$ cat src/rtl/spike_scheduler_pkg.sv
// Shared FSM state, widths and helpers for the spike scheduler.
package spike_scheduler_pkg;

   typedef enum logic [1:0] {IDLE, ARB, HOLD} state_t;

   localparam int               CUR_W   = 4;
   localparam int               CNT_W   = 2;
   localparam logic [CNT_W-1:0] CNT_MAX = 2'd3;
   localparam int               NUM_CH  = 3;

   function automatic logic [1:0] wrap3(input logic [2:0] v);
      return (v >= 3'd3) ? 2'(v - 3'd3) : v[1:0];
   endfunction

   // Doubled weight, clamped to the current range.
   function automatic logic [CUR_W-1:0] double_sat(input logic [CUR_W-1:0] w);
      logic [CUR_W:0] d;
      d = {w, 1'b0};
      return d[CUR_W] ? '1 : d[CUR_W-1:0];
   endfunction

endpackage

$ cat src/rtl/rr_select3.sv
// Round-robin selector over three requesters; the search starts at rr_ptr.
module rr_select3
   import spike_scheduler_pkg::*;
(
   input  logic [2:0] request,
   input  logic [1:0] rr_ptr,
   output logic [2:0] pick
);

   logic [1:0] cand [3];

   genvar gi;
   generate
      for (gi = 0; gi < 3; gi++) begin : g_cand
         assign cand[gi] = wrap3({1'b0, rr_ptr} + 3'(gi));
      end
   endgenerate

   // Lowest priority first, so the candidate nearest the pointer is written last.
   always_comb begin
      pick = '0;
      for (int k = 2; k >= 0; k--) begin
         if (request[cand[k]]) begin
            pick = 3'b001 << cand[k];
         end
      end
   end

endmodule

$ cat src/rtl/spike_scheduler.sv
// Three-channel spike event scheduler delivering weighted current to a LIF neuron.
// Compile option SPIKE_SCHED_COALESCE_EN: a pick with two or more queued events issues a doubled current.
module spike_scheduler
   import spike_scheduler_pkg::*;
#(
   parameter logic [CUR_W-1:0] WEIGHT_1 = 4'd5,
   parameter logic [CUR_W-1:0] WEIGHT_2 = 4'd4,
   parameter logic [CUR_W-1:0] WEIGHT_3 = 4'd3
) (
   input  logic             clk,
   input  logic             reset,
   input  logic [2:0]       spike_in,
   input  logic             enable,
   input  logic             current_ready,
   output logic [CUR_W-1:0] current_out,
   output logic             current_valid,
   output logic [2:0]       grant,
   output logic [2:0]       pending,
   output logic             overflow
);

   state_t                       state_reg;
   logic [NUM_CH-1:0][CNT_W-1:0] cnt_reg;
   logic [NUM_CH-1:0][CNT_W-1:0] cnt_next;
   logic [NUM_CH-1:0][CUR_W-1:0] chan_current;
   logic [NUM_CH-1:0][CNT_W-1:0] chan_dec;
   logic [NUM_CH-1:0]            lost;
   logic [1:0]                   rr_ptr_reg;
   logic [1:0]                   rr_ptr_next;
   logic                         overflow_reg;
   logic [CUR_W-1:0]             current_out_reg;
   logic                         current_valid_reg;
   logic [2:0]                   grant_reg;
   logic [2:0]                   pick;
   logic [CUR_W-1:0]             pick_current;
   logic                         issue_pick;

   rr_select3 u_rr_select3 (
      .request (pending),
      .rr_ptr  (rr_ptr_reg),
      .pick    (pick)
   );

   genvar gi;
   generate
      for (gi = 0; gi < NUM_CH; gi++) begin : g_chan
         localparam logic [CUR_W-1:0] WEIGHT = (gi == 0) ? WEIGHT_1 :
                                               (gi == 1) ? WEIGHT_2 : WEIGHT_3;
         logic           take_two;
         logic [CNT_W:0] sum;
`ifdef SPIKE_SCHED_COALESCE_EN
         assign take_two = (cnt_reg[gi] >= 2'd2);
`else
         assign take_two = 1'b0;
`endif
         assign chan_current[gi] = take_two ? double_sat(WEIGHT) : WEIGHT;
         assign chan_dec[gi]     = take_two ? 2'd2 : 2'd1;
         // Spike and grant in the same cycle cancel, so only a net gain past the maximum is lost.
         assign sum = {1'b0, cnt_reg[gi]} + {{CNT_W{1'b0}}, spike_in[gi]}
                    - ((issue_pick && pick[gi]) ? {1'b0, chan_dec[gi]} : '0);
         assign lost[gi]     = (sum > {1'b0, CNT_MAX});
         assign cnt_next[gi] = lost[gi] ? CNT_MAX : sum[CNT_W-1:0];
         assign pending[gi]  = |cnt_reg[gi];
      end
   endgenerate

   always_comb begin
      pick_current = '0;
      for (int i = 0; i < NUM_CH; i++) begin
         if (pick[i]) begin
            pick_current = pick_current | chan_current[i];
         end
      end
   end

   assign rr_ptr_next = pick[0] ? 2'd1 : (pick[1] ? 2'd2 : 2'd0);

   // The output slot is free when idle or when the shown transfer is accepted this cycle.
   assign issue_pick = ((state_reg == IDLE) || current_ready) && enable && (|pending);

   always_ff @(posedge clk or negedge reset) begin
      if (!reset) begin
         cnt_reg      <= '0;
         overflow_reg <= 1'b0;
      end else begin
         cnt_reg      <= cnt_next;
         overflow_reg <= overflow_reg | (|lost);
      end
   end

   always_ff @(posedge clk or negedge reset) begin
      if (!reset) begin
         state_reg         <= IDLE;
         rr_ptr_reg        <= 2'd0;
         current_out_reg   <= '0;
         current_valid_reg <= 1'b0;
         grant_reg         <= '0;
      end else if (issue_pick) begin
         state_reg         <= ARB;
         rr_ptr_reg        <= rr_ptr_next;
         current_out_reg   <= pick_current;
         current_valid_reg <= 1'b1;
         grant_reg         <= pick;
      end else begin
         case (state_reg)
            ARB, HOLD: begin
               if (current_ready) begin
                  state_reg         <= IDLE;
                  current_out_reg   <= '0;
                  current_valid_reg <= 1'b0;
                  grant_reg         <= '0;
               end else begin
                  state_reg <= HOLD;
               end
            end
            default: state_reg <= IDLE;
         endcase
      end
   end

   assign current_out   = current_out_reg;
   assign current_valid = current_valid_reg;
   assign grant         = grant_reg;
   assign overflow      = overflow_reg;

endmodule

$ cat config.mk
export PLATFORM = sky130hd
export DESIGN_NAME = spike_scheduler
export DESIGN_NICKNAME = d
export VERILOG_FILES = /design/src/rtl/spike_scheduler_pkg.sv /design/src/rtl/rr_select3.sv /design/src/rtl/spike_scheduler.sv
export SDC_FILE = /design/constraint.sdc
export NUM_CORES = 1
export LEC_CHECK = 0
export BUFFER_PORTS_ARGS = -buffer_cell sky130_fd_sc_hd__buf_2
export CORE_MARGIN = 4
export CORE_UTILIZATION = 25
export DETAILED_ROUTE_END_ITERATION = 10
export PLACE_DENSITY = 0.45
export REMOVE_ABC_BUFFERS = 1
export SYNTH_ARGS = -nofsm -noshare
export SYNTH_HDL_FRONTEND = slang
export SYNTH_HIERARCHICAL = 1
export SYNTH_SLANG_ARGS = --single-unit
$ cat constraint.sdc
create_clock -name clk -period 3.8 [get_ports clk]
set_input_delay 0.57 -clock clk [delete_from_list [all_inputs] [get_ports clk]]
set_output_delay 0.57 -clock clk [all_outputs]
set_load 0.03 [all_outputs]
==> flow_summary_export.csv <==
group,metric,value,unit
detailed_routing,wl_per_cell,11.8,um
layout,final_cells,183,
pwr,intPower,0.566,mW
pwr,pwr-share-seq,0.280,
grt,grtUsageTotal,0.0877,
pwr,pwr-share-clk,0.129,
clock_network,cts_setup_buffers,0,
grt,grt_overflow,0,
logic_synthesis,yosysTopAreaCell,"dfrtp_1",
worst_setup_path,cp_slowest_cell,"dfrtp_1",
floorplanning,core-area,4380,sq um
detailed_routing,routed_wl,2.16,mm
worst_setup_path,crit_fanout,6,
clock_network,htreeDepth,1,
layout,syn_to_final_growth,14.5,%
layout,nets,153,
place,dp.cells,179,
floorplanning,row_count,24,
clock_network,clk_latency,250,ps
logic_synthesis,synth_edf_count,0,
clock_network,cts_buffers,3,
place,place_area,1250,sq um
pwr,ir_drop,289,uV
worst_setup_path,timing.rr.start,"rr_ptr_reg[1]",
worst_setup_path,ff2ff_path_depth,14,
pwr,power_frac_comb,0.591,
layout,final_cell_area,1300,sq um
timing,setup_tns,0,ps
logic_synthesis,yosysUniqueCellTypes,34,
timing,hold_viol,0,
timing,setup-violations-final,0,
timing,period_needed,3150,ps
clock_network,post_cts_resize_count,0,
timing,tightest_slew,625,ps
layout,n_antenna_cell,0,
detailed_routing,first_pass_iters,4,
timing,drv_slew,0,
logic_synthesis,netlist_area,1130,sq um
pwr,p_sw,0.476,mW
clock_network,clk_path_buf_depth,2,
worst_setup_path,crit_type,"flip-flop to flip-flop",
timing,max_freq,0.317,GHz
detailed_routing,drtIter0Drc,83,
grt,grt_max_degree,18,
floorplanning,pin_count,19,
floorplanning,die_y,75.3,um
logic_synthesis,syn_avg_cell_area,9.94,sq um
grt,first_global_vias,836,
detailed_routing,drt-vias-per-instance,4.44,
floorplanning,die_area,5680,sq um
worst_setup_path,critPathRequiredTime,3910,ps
pwr,total_power,1.04,mW
layout,layout-drive-gt1-share,0.191,
logic_synthesis,synth_top_area_share,0.375,
pwr,swShare,0.457,
detailed_routing,drcViolationCount,0,
worst_setup_path,critPathCaptureType,"flip-flop",
worst_setup_path,crit_chain,"inv_1 > ha_1 > mux2i_1 > o22a_2 > a21boi_1 > o21a_1 > and2_1 > ha_1 > inv_1 > ha_1 > inv_1 > fa_1 > xnor2_1 > nand4b_1",
timing,fin_skew,7.95,ps
clock_network,hold_buffers,0,
pwr,power_leakage,0.616,nW
logic_synthesis,ys_seq_area_frac,0.375,
grt,grt_pass1_wl,3.86,mm
logic_synthesis,synth_most_common_cell,"dfrtp_1",
floorplanning,floorplan.initialDensity,0.259,
pwr,power_density,804,nW/um^2
logic_synthesis,async_flop_share,1.00,
layout,largest_register_ffs,6,
worst_setup_path,crit_buf_inv,3,
run_status,status,"complete, no violations",
clock_network,cts.sinks,17,
timing,relSlewSlack,0.583,
detailed_routing,via_count,813,
logic_synthesis,ys_top_cells_by_count,"dfrtp_1 (17), inv_1 (16), ha_1 (11), nand2_1 (10), mux2i_1 (8)",
grt,antenna_found_initial,0,
floorplanning,die_x,75.3,um
place,hpwl,1.73,mm
logic_synthesis,yosys_register_bits,17,
detailed_routing,ant_nets,0,
flow_run,cap_violations,0,
place,numPortBuffers,17,
worst_setup_path,r2r_end,"overflow",
timing,period_share,0.830,
clock_network,tritoncts,"yes",
clock_network,path_clk_slew,70,ps
logic_synthesis,ys_top_cells_by_area,"dfrtp_1 (38%), ha_1 (12%), mux2i_1 (7.1%)",
logic_synthesis,ys.flop_type,"dfrtp_1",
min_path,hp-class,"input pin to async pin",
worst_setup_path,critPathTopFamily,"adder cells",
timing,rsz0062_at_grt,"false",
worst_setup_path,cpPeakStageDelay,420,ps
logic_synthesis,syn_inst,114,
clock_network,cts_root_buf,"clkbuf_8",
worst_setup_path,cp.arrival,3270,ps
place,place_congestion,0.728,
worst_setup_path,rrSetupSlack,650,ps
worst_setup_path,start_kind,"flip-flop",
logic_synthesis,ys.warnings.count,6,
==> through the flow <==
step	utilization	setup WS (ps)	hold slack [ps]
4_1_cts	0.296	625	247
5_1_grt	0.296	346	263
6_report	0.296	646	231
2_1_floorplan	-	867	274
3_5_place_dp	0.286	627	459
3_3_place_gp	0.286	688	457
==> how the worst max path moves through the flow <==
stage | to | cells after the start | from
floorplan | overflow | 13 | cnt_reg[3]
global placement | overflow | 14 | rr_ptr_reg[1]
detailed placement | overflow | 14 | rr_ptr_reg[1]
CTS | overflow | 14 | rr_ptr_reg[1]
global route | overflow | 14 | rr_ptr_reg[1]
finish | overflow | 14 | rr_ptr_reg[1]
==> kinds of logic after synthesis <==
group	Yosys count	synth area share
compound gates	15	0.0883
xor+xnor	3	0.0232
fa+ha+maj	14	0.174
buf+inv	20	0.0806
flops	17	0.375
mux	10	0.0905
other cells	1	0.00331
simple gates	34	0.164
==> power groups by stage <==
stage               clock network [mW]  registers, mW  logic, mW
finish                           0.135          0.292      0.616
global route                     0.147          0.303      0.718
CTS                              0.139          0.293      0.630
detailed placement                   0          0.296      0.628
global placement                     0          0.292      0.612
floorplan                            0          0.354      0.415
==> worst register-to-register path, cell delays in order (launching register included) <==
cell,delay [ps]
dfrtp_1,420
inv_1,90
ha_1,240
mux2i_1,200
o22a_2,220
a21boi_1,180
o21a_1,270
and2_1,170
ha_1,220
inv_1,60
ha_1,130
inv_1,40
fa_1,370
xnor2_1,300
nand4b_1,130
==> metal layers <==
| metal | GRT usage | part of all wire | up-vias |
|---|---|---|---|
| met4 | 0.0350 | 0.012 | 0 |
| met2 | 0.141 | 0.49 | 11 |
| li1 | - | - | 401 |
| met1 | 0.118 | 0.47 | 399 |
| met3 | 0.0145 | 0.029 | 2 |
| met5 | 0 | 0 | - |
==> cell type report <==
type                            instances  area, sq um
Timing Repair Buffer                   17         85.1
Inverter                               16         60.1
Multi-Input combinational cell         77          617
Clock buffer                            4         45.0
Sequential cell                        17          425
Fill cell                             479         3090
Tap cell                               52         65.1
==> cells in the final DEF, fill, tap and decap left out <==
cell type  netlist  final
a21o_1           1      1
o21a_1           2      2
a31oi_1          1      1
dfrtp_1         17     17
mux2i_1          8      8
or2_1            2      2
o21ai_0          2      2
buf_2            1     17
mux2_2           2      2
fa_1             3      3
and3b_1          1      1
inv_1           16     16
o211ai_1         2      2
clkbuf_1         0      1
nor2_1           6      6
nand2b_1         3      3
conb_1           1      1
nand3_1          1      1
or2_2            1      1
o21ai_1          1      1
nor2b_1          2      2
o31a_1           1      1
and2_1           3      3
nand3b_1         2      2
a21boi_1         1      1
xnor2_1          3      3
o22a_2           1      1
a21oi_1          3      3
nor3b_2          1      1
ha_1            11     11
nand2_1         10     10
nor3b_1          1      1
nand4b_1         1      1
clkbuf_8         0      3
Power figures use the tool's default switching activity.
